[src/rtl/peripheral_gpio_debounce.sv]
// GPIO input conditioning: per-bit pad synchronizer, optional tick-based debounce filter,
// and registered one-cycle rise/fall event pulses for the interrupt logic.
module peripheral_gpio_debounce #(
   parameter int unsigned PDATA_SIZE     = 32,
   parameter int unsigned SYNC_DEPTH     = 3,
   parameter int unsigned DEBOUNCE_WIDTH = 16,
   parameter int unsigned PRESCALE_WIDTH = 16
) (
   input  logic                      PCLK,
   input  logic                      PRESET,
   input  logic [PDATA_SIZE-1:0]     gpio_pad_i,
   input  logic [PDATA_SIZE-1:0]     debounce_en_i,
   input  logic [DEBOUNCE_WIDTH-1:0] debounce_limit_i,
   input  logic [PRESCALE_WIDTH-1:0] prescale_i,
   output logic [PDATA_SIZE-1:0]     gpio_o,
   output logic [PDATA_SIZE-1:0]     rise_o,
   output logic [PDATA_SIZE-1:0]     fall_o
);

   // Synchronizer chain: stage 0 samples the pad, stage SYNC_DEPTH-1 is the only consumer.
   logic [SYNC_DEPTH-1:0][PDATA_SIZE-1:0] sync_q, sync_d;
   logic [PDATA_SIZE-1:0]                 sync_s;

   always_comb begin
      sync_d    = sync_q;
      sync_d[0] = gpio_pad_i;
      for (int unsigned k = 1; k < SYNC_DEPTH; k++) begin
         sync_d[k] = sync_q[k-1];
      end
   end

   assign sync_s = sync_q[SYNC_DEPTH-1];

   always_ff @(posedge PCLK or posedge PRESET) begin
      if (PRESET) begin
         sync_q <= '0;
      end else begin
         sync_q <= sync_d;
      end
   end

   // Shared prescaler; the >= compare lets a lowered prescale_i take effect without a wrap.
   logic [PRESCALE_WIDTH-1:0] pre_cnt_q, pre_cnt_d;
   logic                      tick;

   always_comb begin
      tick      = (pre_cnt_q >= prescale_i);
      pre_cnt_d = tick ? '0 : pre_cnt_q + PRESCALE_WIDTH'(1);
   end

   always_ff @(posedge PCLK or posedge PRESET) begin
      if (PRESET) begin
         pre_cnt_q <= '0;
      end else begin
         pre_cnt_q <= pre_cnt_d;
      end
   end

   // Per-bit filter state: accepted level and count of consecutive disagreeing ticks.
   logic [PDATA_SIZE-1:0]                     level_q, level_d;
   logic [PDATA_SIZE-1:0][DEBOUNCE_WIDTH-1:0] cnt_q, cnt_d;
   logic [PDATA_SIZE-1:0]                     rise_q, rise_d;
   logic [PDATA_SIZE-1:0]                     fall_q, fall_d;

   always_comb begin
      level_d = level_q;
      cnt_d   = cnt_q;
      for (int unsigned i = 0; i < PDATA_SIZE; i++) begin
         if (!debounce_en_i[i]) begin
            level_d[i] = sync_s[i];
            cnt_d[i]   = '0;
         end else if (sync_s[i] == level_q[i]) begin
            // Disagreement ended before acceptance: discard the partial count.
            cnt_d[i] = '0;
         end else if (tick) begin
            if (cnt_q[i] >= debounce_limit_i) begin
               level_d[i] = sync_s[i];
               cnt_d[i]   = '0;
            end else begin
               cnt_d[i] = cnt_q[i] + DEBOUNCE_WIDTH'(1);
            end
         end
      end
      rise_d = level_d & ~level_q;
      fall_d = ~level_d & level_q;
   end

   always_ff @(posedge PCLK or posedge PRESET) begin
      if (PRESET) begin
         level_q <= '0;
         cnt_q   <= '0;
         rise_q  <= '0;
         fall_q  <= '0;
      end else begin
         level_q <= level_d;
         cnt_q   <= cnt_d;
         rise_q  <= rise_d;
         fall_q  <= fall_d;
      end
   end

   assign gpio_o = level_q;
   assign rise_o = rise_q;
   assign fall_o = fall_q;

endmodule

[config.mk]
export PLATFORM = sky130hd
export DESIGN_NAME = peripheral_gpio_debounce
export DESIGN_NICKNAME = d
export VERILOG_FILES = /design/src/rtl/peripheral_gpio_debounce.sv
export SDC_FILE = /design/constraint.sdc
export NUM_CORES = 2
export LEC_CHECK = 0
export CAP_MARGIN = 20
export CELL_PAD_IN_SITES_DETAIL_PLACEMENT = 0
export CELL_PAD_IN_SITES_GLOBAL_PLACEMENT = 2
export CORE_ASPECT_RATIO = 1.5
export CORE_MARGIN = 8
export CORE_UTILIZATION = 28
export CTS_BUF_LIST = sky130_fd_sc_hd__clkbuf_8
export CTS_CLUSTER_SIZE = 25
export DETAILED_ROUTE_END_ITERATION = 6
export PLACE_DENSITY = 0.59
export SETUP_SLACK_MARGIN = 0.5
export SKIP_LAST_GASP = 1
export SYNTH_ARGS = -nofsm -noshare
export SYNTH_HDL_FRONTEND = slang
export SYNTH_SLANG_ARGS = --single-unit
export TNS_END_PERCENT = 100
[constraint.sdc]
create_clock -name PCLK -period 51.1 [get_ports PCLK]
set_input_delay 10.22 -clock PCLK [delete_from_list [all_inputs] [get_ports PCLK]]
set_output_delay 10.22 -clock PCLK [all_outputs]
set_load 0.01 [all_outputs]
==> run metrics <==
I/O pins=194; drt pass-1 iters=5; drt total wl=~150000 um; Post-CTS Resized=0; max cap viols=0; minimum clock period=approximately 14000 ps; total global routing overflow=0; pin count of the biggest net entering global routing=around 130; largest family of logic cells by synthesized area=simple AND/OR/NAND/NOR gates; final-report max-slew violation count=0; Max Freq=between 60 and 70 MHz; Area growth syn-to-layout=16.40%; CTS H-tree depth=4; wire per inst=just over 20 um; clock buffers created by TritonCTS=~140; via count=39130; root buffer cell=clkbuf_8; Adder-Cell Fraction of Synth Area=between 15 and 20%; compound-gate portion of the synthesized area=around 16%; Clock Skew=between 30 and 40 ps; Power per Cell Area=roughly 26 mW/mm^2; post-route antenna net violation count=0; Worst-path clk slew=around 60 ps; Iter 0 DRT Violations=1930; IO buf count=193; Syn Inst Count=5024; LEAKAGE=roughly 24 nW; post-synthesis xor/xnor area fraction=2.137%; number of global-route vias before repair=40120; worst setup path class=in -> reg; EDFF count, synth=0; WP data arrival=between 15000 and 20000 ps; Final period util=28.25%; Seq/Total Area, Yosys=between 30% and 40%; CTS tree=done; Starting Density=around 28%; synthesized cell area=about 0.046 mm^2; die area=0.1774 mm^2; Max FO, Critical Path=between 50 and 60; initial antenna violation count=7; async set or reset register ratio after synthesis=100.0%; relative slew slack=approximately 29%; footprint of the multi-input gates=around 0.027 mm^2; post-synthesis mux area share=less than 1%; total of warnings raised by yosys=0; GRT Util Overall=around 17%; row count=roughly 180; Post-Synth Simple-Gate Area=about a quarter; worst slew pin tran=roughly 1100 ps; Mean Syn Cell Area=9.135 um^2; total power=approximately 1.4 mW; DP Area=0.05047 mm^2; placed wire-length estimate=approximately 100000 um; placed cell count=roughly 7300; storage element area=roughly 0.018 mm^2; worst hold path class=reg -> reg; first-pass GRT wire length=~240000 um; routability cong.=roughly 0.74; Nets=approximately 6000; number of remaining DRC errors=0; Finished Cell Area=around 0.053 mm^2; CTS Hold Bufs=0; Post-Syn Nets=roughly 5700; share of cells above drive strength 1=under 10%; Post CTS Setup Buffer Count=0; Max rail drop VDD=0.00002183 V; Layout Cells excl Fill=around 7500; critical path required time=around 52000 ps; die height=511.8 um; Core Area=between 0.15 and 0.2 mm^2; Avg Vias per Cell=5.197; Die Span X=approximately 350 um; clk sinks=720; Yosys cell types=90; crit path launch type=input pin; Longest Clk Path Bufs=3; status=complete, no violations; setup TNS=0 ps; Filler cells=17070; RSZ-0062 raised after global routing=false; register bit total from synthesis=a little over 700; Final Hold Vio Count=0; CP endpoint kind=flip-flop; Finished Core Util=between 30 and 40%; Post-synth top flop=dfrtp_1; Clk Latency, worst-skew pair=~870 ps; Final setup viols=0
==> cells in the final DEF, fill, tap and decap left out, drive strengths merged, types with 57 or more instances in the layout <==
master / netlist / routed
dfrtp: 720 / 720
nand2: 613 / 613
ha: 561 / 561
nor2: 380 / 380
o21ai: 362 / 362
a21oi: 348 / 348
nand3: 310 / 310
clkdlybuf4s50: 0 / 192
clkbuf: 73 / 180
inv: 112 / 141
and3: 120 / 120
nor3: 106 / 106
nand4: 91 / 91
nand2b: 83 / 83
a21o: 83 / 83
buf: 59 / 69
or3: 64 / 64
nor4: 60 / 60
xor2: 58 / 58
nor2b: 57 / 57
==> layout make-up <==
cell class / instances / share of cell area [%]
Antenna cell: 1 / 0.004684
Clock buffer: 179 / 4.612
Clock inverter: 78 / 0.8689
Inverter: 112 / 0.8361
Multi-Input combinational cell: 4060 / 50.37
Sequential cell: 720 / 33.73
Tap cell: 2116 / 4.956
Timing Repair Buffer: 262 / 4.630
==> cell usage after synthesis (35+ instances only) <==
cell	instances	area share, %
xnor2_1	54	1.0
nand2_1	613	5.0
nor3_1	98	1.1
nand2b_1	83	1.1
o21ai_0	359	3.9
o21a_1	35	0.57
and2_1	39	0.53
and3_1	120	1.6
clkbuf_1	73	0.60
a21oi_1	348	3.8
mux2_2	36	0.88
or3_1	63	0.86
xor2_1	58	1.1
a22o_1	50	0.95
nand3_1	310	3.4
or2_2	40	0.55
a21o_1	83	1.4
ha_1	561	15
nor2b_1	57	0.78
nor3b_1	44	0.72
a31oi_1	36	0.49
buf_2	40	0.44
nand3b_1	54	0.88
dfrtp_1	720	39
inv_1	112	0.92
nor4_1	55	0.75
nand4_1	89	1.2
nor2_1	374	3.1
==> worst paths after layout <==
check                                from          to  slack (ps)  depth (start not counted)
setup / recovery           prescale_i[13]  cnt_q[379]       36660                         13
hold / removal                 sync_d[35]  sync_d[67]         340                          0
setup reg to reg            pre_cnt_q[12]  cnt_q[379]       46080                         11
hold reg to reg                sync_d[35]  sync_d[67]         340                          0
max in group asynchronous          PRESET  cnt_q[113]       37720                          6
min in group asynchronous          PRESET  cnt_q[414]        9800                          2
==> stage by stage <==
| stage | worst slack, ps | hold WS (ps) |
|---|---|---|
| floorplan | 20680 | 331.2 |
| global placement | 35670 | 331.7 |
| detailed placement | 35670 | 334.7 |
| CTS | 36690 | 334.2 |
| global route | 36290 | 349.0 |
| finish | 36660 | 337.8 |
==> flip-flops by register name (all words and copies together), names as in the netlist <==
name       flops
pre_cnt_q     16
cnt_q        512
sync_d        64
rise_o        32
sync_s        32
gpio_o        32
fall_o        32
==> metal layers <==
layer  track usage (%)  part of all wire, %  up-vias
li1                  -                    -    19100
met1             20.96                   44    19280
met2             31.04                   51      540
met3             2.255                  2.9      208
met4             5.321                  2.6        0
met5                 0                    0        -
==> worst max-delay path, cell delays in order <==
cell and delay, ps:
clkdlybuf4s50_1 450, inv_1 40, ha_1 340, nand4_4 200
nor4_2 350, a32oi_1 260, nand2_4 500, buf_4 630
buf_4 560, buf_4 670, nand2b_1 230, or4b_1 540
a21oi_1 150
==> power breakdown <==
part	leakage [nW]	switching, mW	internal (mW)
Clock	1.66	0.286	0.332
Combinational	12.3	0.134	0.0607
Sequential	9.72	0.0132	0.585
==> cell families after synthesis <==
logic type	after synthesis
and+or+nand+nor	2155
AOI/OAI and AO/OA	1191
DFF	720
adders and majority gates	561
buffers and inverters	244
xor gates and xnor gates	112
muxes	41
(Power assumes the default switching activity.)
